===== src/rtl/json5_rtl_pkg.sv =====
// Shared constants, state encoding and helpers for the JSON5 string writer.
package json5_rtl_pkg;

    localparam logic [7:0] CH_QUOTE_D = 8'h22;  // "
    localparam logic [7:0] CH_QUOTE_S = 8'h27;  // '
    localparam logic [7:0] CH_BSLASH  = 8'h5C;  // backslash
    localparam logic [7:0] CH_U       = 8'h75;  // u
    localparam logic [7:0] CH_ZERO    = 8'h30;  // 0

    // Number of bytes that follow the backslash of an escape.
    localparam logic [2:0] TAIL_LEN_SHORT = 3'd1;
    localparam logic [2:0] TAIL_LEN_UNI   = 3'd5;

    typedef enum logic [2:0] {
        IDLE,
        BODY,
        ESC,
        CLOSE,
        DRAIN
    } state_t;

    // Nibble to uppercase ASCII hex digit.
    function automatic logic [7:0] hex_upper(input logic [3:0] nibble);
        if (nibble < 4'd10) begin
            return CH_ZERO + {4'h0, nibble};
        end
        return 8'h37 + {4'h0, nibble};
    endfunction

endpackage


===== src/rtl/json5_escape_class.sv =====
// Combinational classifier: decides whether a raw byte needs escaping and how.
module json5_escape_class
    import json5_rtl_pkg::*;
(
    input  logic [7:0] data,
    input  logic [7:0] quote,
    output logic       need_esc,
    output logic       is_unicode,
    output logic [7:0] short_char
);

    // Map the byte onto a short escape letter, a \u00HH escape, or pass-through.
    always_comb begin
        // NOTE: every output gets a default first so no path can infer a latch.
        need_esc   = 1'b0;
        is_unicode = 1'b0;
        short_char = 8'h00;
        if (data == quote || data == CH_BSLASH) begin
            need_esc   = 1'b1;
            short_char = data;
        end else begin
            case (data)
                8'h08: begin need_esc = 1'b1; short_char = 8'h62; end  // b
                8'h09: begin need_esc = 1'b1; short_char = 8'h74; end  // t
                8'h0A: begin need_esc = 1'b1; short_char = 8'h6E; end  // n
                8'h0B: begin need_esc = 1'b1; short_char = 8'h76; end  // v
                8'h0C: begin need_esc = 1'b1; short_char = 8'h66; end  // f
                8'h0D: begin need_esc = 1'b1; short_char = 8'h72; end  // r
                default: begin
                    if (data < 8'h20 || data == 8'h7F) begin
                        need_esc   = 1'b1;
                        is_unicode = 1'b1;
                    end
                end
            endcase
        end
    end

endmodule


===== src/rtl/json5_string_writer.sv =====
// Streaming JSON5 string-literal serializer: raw bytes in, quoted and
// escaped literal out, one byte per beat through a single registered stage.
module json5_string_writer
    import json5_rtl_pkg::*;
#(
    parameter logic [7:0] QUOTE = CH_QUOTE_D
) (
    input  logic       clk,
    input  logic       rst_n,
    input  logic       in_valid,
    output logic       in_ready,
    input  logic [7:0] in_data,
    input  logic       in_last,
    input  logic       in_empty,
    output logic       out_valid,
    input  logic       out_ready,
    output logic [7:0] out_data,
    output logic       out_last,
    output logic       busy
);

    state_t     state;
    state_t     next_state;
    logic       slot_free;
    logic       in_fire;
    logic       need_esc;
    logic       is_unicode;
    logic [7:0] short_char;

    // Escape in flight: for \u this holds the raw byte, otherwise the tail letter.
    logic       esc_unicode;
    logic [7:0] esc_char;
    logic       esc_last;
    logic [2:0] tail_idx;
    logic [7:0] tail_byte;
    logic       tail_done;

    assign slot_free = !out_valid || out_ready;
    assign in_fire   = in_valid && in_ready;

    json5_escape_class u_escape_class (
        .data       (in_data),
        .quote      (QUOTE),
        .need_esc   (need_esc),
        .is_unicode (is_unicode),
        .short_char (short_char)
    );

    // Select the tail byte for the current index of the escape sequence.
    always_comb begin
        tail_byte = esc_char;
        if (esc_unicode) begin
            case (tail_idx)
                3'd0:    tail_byte = CH_U;
                3'd1,
                3'd2:    tail_byte = CH_ZERO;
                3'd3:    tail_byte = hex_upper(esc_char[7:4]);
                default: tail_byte = hex_upper(esc_char[3:0]);
            endcase
        end
        tail_done = (tail_idx == (esc_unicode ? TAIL_LEN_UNI - 3'd1 : TAIL_LEN_SHORT - 3'd1));
    end

    // State register.
    always_ff @(posedge clk or negedge rst_n) begin
        // NOTE: sequential state uses non-blocking assignments so every flop
        // samples pre-edge values regardless of block ordering.
        if (!rst_n) state <= IDLE;
        else        state <= next_state;
    end

    // Next-state logic.
    always_comb begin
        next_state = state;
        case (state)
            IDLE:  if (in_valid) next_state = BODY;
            BODY: begin
                if (in_fire) begin
                    if (in_empty)      next_state = CLOSE;
                    else if (need_esc) next_state = ESC;
                    else if (in_last)  next_state = CLOSE;
                end
            end
            ESC:   if (slot_free && tail_done) next_state = esc_last ? CLOSE : BODY;
            CLOSE: if (slot_free) next_state = DRAIN;
            DRAIN: if (out_valid && out_ready) next_state = IDLE;
            default: next_state = IDLE;
        endcase
    end

    // Handshake and status outputs.
    always_comb begin
        in_ready = (state == BODY) && slot_free;
        busy     = (state != IDLE);
    end

    // Output register and escape bookkeeping.
    always_ff @(posedge clk or negedge rst_n) begin
        if (!rst_n) begin
            out_valid   <= 1'b0;
            out_data    <= 8'h00;
            out_last    <= 1'b0;
            esc_unicode <= 1'b0;
            esc_char    <= 8'h00;
            esc_last    <= 1'b0;
            tail_idx    <= 3'd0;
        end else begin
            // A consumed byte frees the slot unless a new one is loaded below.
            if (out_valid && out_ready) begin
                out_valid <= 1'b0;
                out_last  <= 1'b0;
            end
            case (state)
                IDLE: begin
                    if (in_valid) begin
                        out_valid <= 1'b1;
                        out_data  <= QUOTE;
                        out_last  <= 1'b0;
                    end
                end
                BODY: begin
                    if (in_fire && !in_empty) begin
                        out_valid <= 1'b1;
                        out_last  <= 1'b0;
                        if (need_esc) begin
                            out_data    <= CH_BSLASH;
                            esc_unicode <= is_unicode;
                            esc_char    <= is_unicode ? in_data : short_char;
                            esc_last    <= in_last;
                            tail_idx    <= 3'd0;
                        end else begin
                            out_data <= in_data;
                        end
                    end
                end
                ESC: begin
                    if (slot_free) begin
                        out_valid <= 1'b1;
                        out_data  <= tail_byte;
                        out_last  <= 1'b0;
                        tail_idx  <= tail_idx + 3'd1;
                    end
                end
                CLOSE: begin
                    if (slot_free) begin
                        out_valid <= 1'b1;
                        out_data  <= QUOTE;
                        out_last  <= 1'b1;
                    end
                end
                default: ;
            endcase
        end
    end

endmodule


===== config.mk =====
export PLATFORM = sky130hd
export DESIGN_NAME = json5_string_writer
export DESIGN_NICKNAME = d
export VERILOG_FILES = /design/src/rtl/json5_rtl_pkg.sv /design/src/rtl/json5_escape_class.sv /design/src/rtl/json5_string_writer.sv
export SDC_FILE = /design/constraint.sdc
export NUM_CORES = 1
export LEC_CHECK = 0
export BUFFER_PORTS_ARGS = -buffer_cell sky130_fd_sc_hd__buf_2
export CORE_UTILIZATION = 45
export CTS_CLUSTER_DIAMETER = 40
export DETAILED_ROUTE_END_ITERATION = 8
export GPL_TIMING_DRIVEN = 0
export HOLD_SLACK_MARGIN = 0.12
export PLACE_DENSITY = 0.67
export SYNTH_ARGS = -nofsm -noshare
export SYNTH_HDL_FRONTEND = slang
export SYNTH_HIERARCHICAL = 1
export SYNTH_SLANG_ARGS = --single-unit

===== constraint.sdc =====
create_clock -name clk -period 1.61 [get_ports clk]
set_input_delay 0.0805 -clock clk [delete_from_list [all_inputs] [get_ports clk]]
set_output_delay 0.0805 -clock clk [all_outputs]
set_load 0.02 [all_outputs]

==> run_results.csv, run 1 <==
group,metric,value,unit
global_routing,grt.overflow.total,0,
synth,seq_area_frac_synth,30.2,%
global_routing,grt_pass1_vias,2038,
drt,drtAntennaViolNets,0,
pwr,p_leak,0.00119,µW
pwr,p_per_area,1610,mW/mm²
timing,fin_setup_tns,-0.641,ns
global_routing,grt_first_pass_wirelength,9470,µm
floorplanning,num_rows,24,
drt,wl_met3,210,µm
clock_tree,cts_buffer_depth,2,
global_routing,track_usage,23.7,%
critical_path,crit_slowest_cell,"dfrtp_2",
cells_and_area,fillers,379,
synth,syn_inst,244,
drt,vias_per_cell,5.72,
placed_design,place_congestion,0.823,
clock_tree,cts_buffers,3,
clock_tree,tritoncts,"yes",
critical_path,worstSetupPathType,"reg2reg",
timing,min_period,1.72,ns
synth,ys.flop_type,"dfrtp_1",
floorplanning,dieArea,0.00507,mm²
cells_and_area,drive_gt1_share,37.2,%
cells_and_area,fin_area,0.00289,mm²
floorplanning,initial_core_util,48.1,%
run_status,status,"complete, but fails checks",
timing,max-slew-margin-rel,60.1,%
synth,yosysWarnings,6,
timing,skew,0.00259,ns
critical_path,critical-path-max-stage-delay,0.42,ns
critical_path,cp_cell_sequence,"buf_4 > nor3b_4 > and2_4 > and3_4 > buf_8 > mux2_4",
drt,num_vias,2064,
critical_path,startpoint_type,"flop",
synth,synth_edf_count,0,
critical_path,cp.arrival,1.89,ns
critical_path,end_kind,"flop",
drt,wl_met2,2760,µm
drt,m1WireLength,2610,µm
synth,async_flop_share,100,%
clock_tree,cts_root_buf,"clkbuf_8",
timing,post-route-period-util,107,%
floorplanning,die_w,71.2,µm
clock_tree,htree_levels,1,
cells_and_area,area_growth_syn_to_layout,34.2,%
drt,initialDrtViolationCount,99,
placed_design,dp_slack,-0.797,ns
job,cap_viol_max_count,0,
clock_tree,clock-sinks,26,
floorplanning,core,0.00447,mm²
placed_design,portBuffers,25,
drt,firstDrtPassIters,8,
synth,ys_types,60,
floorplanning,ios,26,
timing,setup_slack,-0.113,ns
drt,top_layer,"met4",
worst_hold_path,hold_class,"in2reg",
placed_design,dp_hpwl,3710,µm
drt,drc,2,
cells_and_area,fin_util,64.6,%
timing,rsz0062_at_grt,"true",
critical_path,crit_fanout,8,
cells_and_area,nets,332,
global_routing,antenna_found_initial,0,
critical_path,crit_required,1.78,ns
timing,whs,0.161,ns
synth,ys_ff_latch,26,
pwr,max-vdd-ir-drop,0.000617,V
timing,setup_viol,14,
synth,mappedNetlistArea,0.00215,mm²
timing,fmax,580,MHz
timing,slew_violations,0,
global_routing,grt_max_degree,27,
run_status,violations,"DRC, setup timing",
timing,hold_viol,0,
floorplanning,die_h,71.2,µm
placed_design,placed_cell_area,0.00240,mm²
timing,worst_slew_pin_slew,0.599,ns
clock_tree,clkLatencyLatePin,0.27,ns
drt,wl_per_cell,15.7,µm
synth,syn_area_per_cell,8.83,µm²
clock_tree,path_clk_slew,0.09,ns
drt,wirelength,5670,µm
cells_and_area,diodes,0,
## cells in the final DEF, fill, tap and decap left out, types with 10 or more instances in the layout
cell      n
inv_1    12
nand2_1  14
buf_6    12
xnor2_1  10
dfrtp_1  22
buf_4    28
mux2i_1  11
nor2_1   23
buf_2    19
a21oi_1  21
o21ai_0  12
## cell families after synthesis
kind of cell    Yosys count  synth area share, %
other cells               2                0.349
fa+ha+maj                 7                 4.07
mux                      18                 9.30
compound gates           72                 22.2
xor+xnor                 10                 4.07
buf+inv                  27                 6.80
simple gates             82                 23.0
flops                    26                 30.2
## critical path: cells and delay by family, from the launching register on
family,cells,cell delay [ns]
AND/OR/NAND/NOR,3,0.62
multiplexers,1,0.29
flip-flops,1,0.42
buffers and inverters,2,0.28
## state kept, by name, indices dropped and copies added, names as in the netlist
name         cells
esc_unicode      1
out_last         1
tail_idx         3
esc_char         8
state            3
esc_last         1
out_valid        1
out_data         8
## final cells by class
class / instances / area [µm²] / share of cell area, %
buffer: 9 / 82.6 / 2.86
tap: 52 / 65.1 / 2.25
multi-input combinational: 197 / 1520 / 52.5
inverter: 15 / 56.3 / 1.95
clock buffer: 3 / 41.3 / 1.43
sequential: 26 / 656 / 22.7
timing repair buffer: 59 / 472 / 16.3
## power by group
| part | switching [µW] | total, µW | internal, µW |
|---|---|---|---|
| clock | 212 | 380 | 168 |
| sequential | 347 | 1310 | 966 |
| combinational | 1570 | 2970 | 1410 |
| total | 2130 | 4670 | 2540 |
## Yosys cell counts (2+ instances only)
library cell	count	area (µm²)
o211ai_1	4	30.0
inv_1	14	52.6
mux2_2	3	33.8
nor2b_1	4	25.0
dfrtp_1	26	651
nor4_1	2	12.5
or3_4	2	22.5
nor3_1	2	10.0
and4b_1	2	20.0
clkbuf_1	2	7.51
mux2_4	3	45.0
a31oi_1	6	37.5
or3_2	2	15.0
nand4_1	3	18.8
o22ai_1	5	31.3
nor4bb_1	2	20.0
mux2i_1	11	110
buf_2	3	15.0
o21ai_0	15	75.1
conb_1	2	7.51
nor4b_1	3	26.3
a22oi_1	2	15.0
nor2_1	23	86.3
a221oi_2	3	45.0
xnor2_1	10	87.6
buf_6	5	56.3
nand2b_1	3	18.8
a21oi_1	22	110
ha_1	7	87.6
nand3_1	7	35.0
nand2_1	14	52.6
o21a_1	4	30.0
## repair_timing
action,in CTS,in global routing
buffers inserted,25,6
endpoints found under the hold margin,27,1
gates resized for setup,49,14
pin swaps,14,19
setup endpoints to repair,26,24
hold buffers,2,1
## routing by layer
layer | vias to the layer above | track usage (%)
met4 | 0 | 10.0
li1 | 1010 | -
met3 | 9 | 2.56
met5 | - | 0
met2 | 62 | 39.0
met1 | 983 | 31.6
## through the flow
stage,power [µW],instances
floorplan,3040,250
global placement,3620,327
detailed placement,3660,327
CTS,4590,357
global route,5050,361
finish,4670,361
## final timing paths
path                            startpoint     endpoint  slack, ns  depth (start not counted)
worst min-delay path             out_ready     out_last       0.16                          4
min in group asynchronous            rst_n     out_last       0.34                          2
worst min register to register    esc_last     esc_last       0.52                          1
worst max register to register    state[1]  esc_unicode      -0.11                          6
max in group asynchronous            rst_n     state[1]       0.84                          2
worst max-delay path              state[1]  esc_unicode      -0.11                          6
No activity file was read; power rests on OpenSTA's default activity.
==> run 2: changes to the inputs <==
clock period = 1.45 ns   (was 1.61 ns; I/O delays follow)
==> run_results.csv, run 2 (same netlist as run 1, synthesis figures left out) <==
group,metric,value,unit
pwr,switchingPower,2540,µW
pwr,pwr-share-seq,25.8,%
cells_and_area,top_regs,"esc_char (8), out_data (8)",
pwr,p_leak,0.00125,µW
drt,vias_per_cell,5.68,
timing,min_period,1.73,ns
cells_and_area,fin_util,68.1,%
global_routing,grt_pass1_vias,1957,
timing,slew_violations,0,
pwr,max-vdd-ir-drop,0.00104,V
timing,worst_slew_pin_slew,0.598,ns
drt,wirelength,6000,µm
drt,firstDrtPassIters,6,
global_routing,antenna_found_initial,0,
floorplanning,die_h,71.2,µm
clock_tree,clkLatencyLatePin,0.28,ns
global_routing,grt_max_degree,27,
timing,fmax,578,MHz
timing,fin_setup_tns,-3.87,ns
global_routing,track_usage,24.0,%
drt,drc,2,
floorplanning,core,0.00447,mm²
run_status,violations,"DRC, setup timing",
cells_and_area,area_growth_syn_to_layout,41.4,%
cells_and_area,drive_gt1_share,42.9,%
timing,max-slew-margin-rel,60.1,%
global_routing,gr-usage-met2,37.8,%
drt,initialDrtViolationCount,141,
floorplanning,ios,26,
cells_and_area,fillers,356,
critical_path,startpoint_type,"input port",
clock_tree,htree_levels,1,
critical_path,crit_required,1.62,ns
drt,drtAntennaViolNets,0,
clock_tree,cts_buffers,3,
placed_design,dp_hpwl,3800,µm
global_routing,met3_usage,3.85,%
job,cap_viol_max_count,0,
critical_path,end_kind,"flop",
global_routing,gr-max-usage-layer,"met2",
placed_design,portBuffers,25,
clock_tree,cts_buffer_depth,2,
cells_and_area,diodes,0,
global_routing,grt.overflow.total,0,
timing,skew,0.00243,ns
run_status,status,"complete, but fails checks",
timing,rsz0062_at_grt,"true",
timing,post-route-period-util,119,%
cells_and_area,most-common-layout-cells,"buf_4, nor2_1, dfrtp_1, a21oi_1, buf_2",
global_routing,grt_first_pass_wirelength,9540,µm
timing,setup_viol,25,
pwr,intPower,3110,µW
pwr,p_per_area,1860,mW/mm²
critical_path,crit_fanout,5,
floorplanning,initial_core_util,48.1,%
cells_and_area,final_common_cell,"buf_4",
clock_tree,tritoncts,"yes",
drt,num_vias,2068,
floorplanning,num_rows,24,
floorplanning,dieArea,0.00507,mm²
drt,wl_per_cell,16.5,µm
pwr,pwr-share-comb,65.6,%
placed_design,place_congestion,0.839,
floorplanning,die_w,71.2,µm
global_routing,use_met1,33.7,%
worst_hold_path,hold_class,"in2reg",
timing,hold_viol,0,
timing,setup_slack,-0.279,ns
critical_path,cp.arrival,1.90,ns
critical_path,worstSetupPathType,"in2reg",
clock_tree,cts_root_buf,"clkbuf_8",
clock_tree,path_clk_slew,0.09,ns
pwr,pwr-share-clk,8.6,%
pwr,swShare,45.0,%
clock_tree,clock-sinks,26,
cells_and_area,nets,334,
==> run 2: path summary, 6_finish.rpt <==
check	endpoint	slack, ns	cells past startpoint	startpoint
min in group asynchronous	out_last	0.32	2	rst_n
worst min register to register	out_data[0]	0.54	2	out_data[0]
worst max-delay path	state[0]	-0.28	9	in_data[1]
worst max register to register	out_data[5]	-0.23	6	state[1]
worst min-delay path	out_data[5]	0.12	3	in_data[5]
max in group asynchronous	tail_idx[2]	0.70	2	rst_n
==> run 2: timing repair <==
item | in CTS | in global routing
pin swaps | 17 | 16
buffers inserted | 26 | 9
gates resized for setup | 39 | 38
hold endpoints to repair | 27 | 0
setup endpoints to repair | 26 | 26
hold buffers | 2 | 0
gates cloned | 0 | 0
==> run 2: power by group through the flow <==
stage / registers [µW] / clock network (µW) / logic (µW)
final: 1460 / 489 / 3710
after global routing: 1510 / 518 / 4050
after CTS: 1440 / 490 / 3300
after detailed placement: 1440 / 0 / 2710
after global placement: 1420 / 0 / 2700
after floorplan: 1520 / 0 / 1980
==> run 2: stage by stage <==
step | std cells | instance area, µm² | hold slack [ns] | worst slack, ns | power, µW
finish | 364 | 3050 | 0.125 | -0.279 | 5660
global route | 364 | 3050 | 0.139 | -0.340 | 6080
CTS | 359 | 2870 | 0.132 | -0.221 | 5230
detailed placement | 327 | 2450 | 0.113 | -0.977 | 4160
global placement | 327 | 2450 | 0.116 | -0.998 | 4120
floorplan | 250 | 2260 | -0.223 | -0.548 | 3500
==> run 2: critical path: stages <==
cell      delay, ns
buf_12         0.11
xnor2_2        0.12
nand4_1        0.18
o22ai_4        0.10
or3_4          0.43
nor4b_4        0.36
a221oi_2       0.12
o21ai_2        0.10
mux2_4         0.31
==> run 2: routing by layer <==
layer / up-vias / part of all wire (%)
met5: - / 0
met4: 0 / 2.0
met3: 15 / 4.1
li1: 1019 / -
met1: 977 / 47
met2: 57 / 47
==> run 2: cell type report <==
cell class              count  area (µm²)  area share, %
clock buffers               4        55.1           1.81
plain buffers               8        70.1           2.30
repair buffers             62         531           17.4
inverters                  15        56.3           1.85
well taps                  52        65.1           2.14
multi-input cells         197        1610           53.0
flip-flops and latches     26         656           21.5
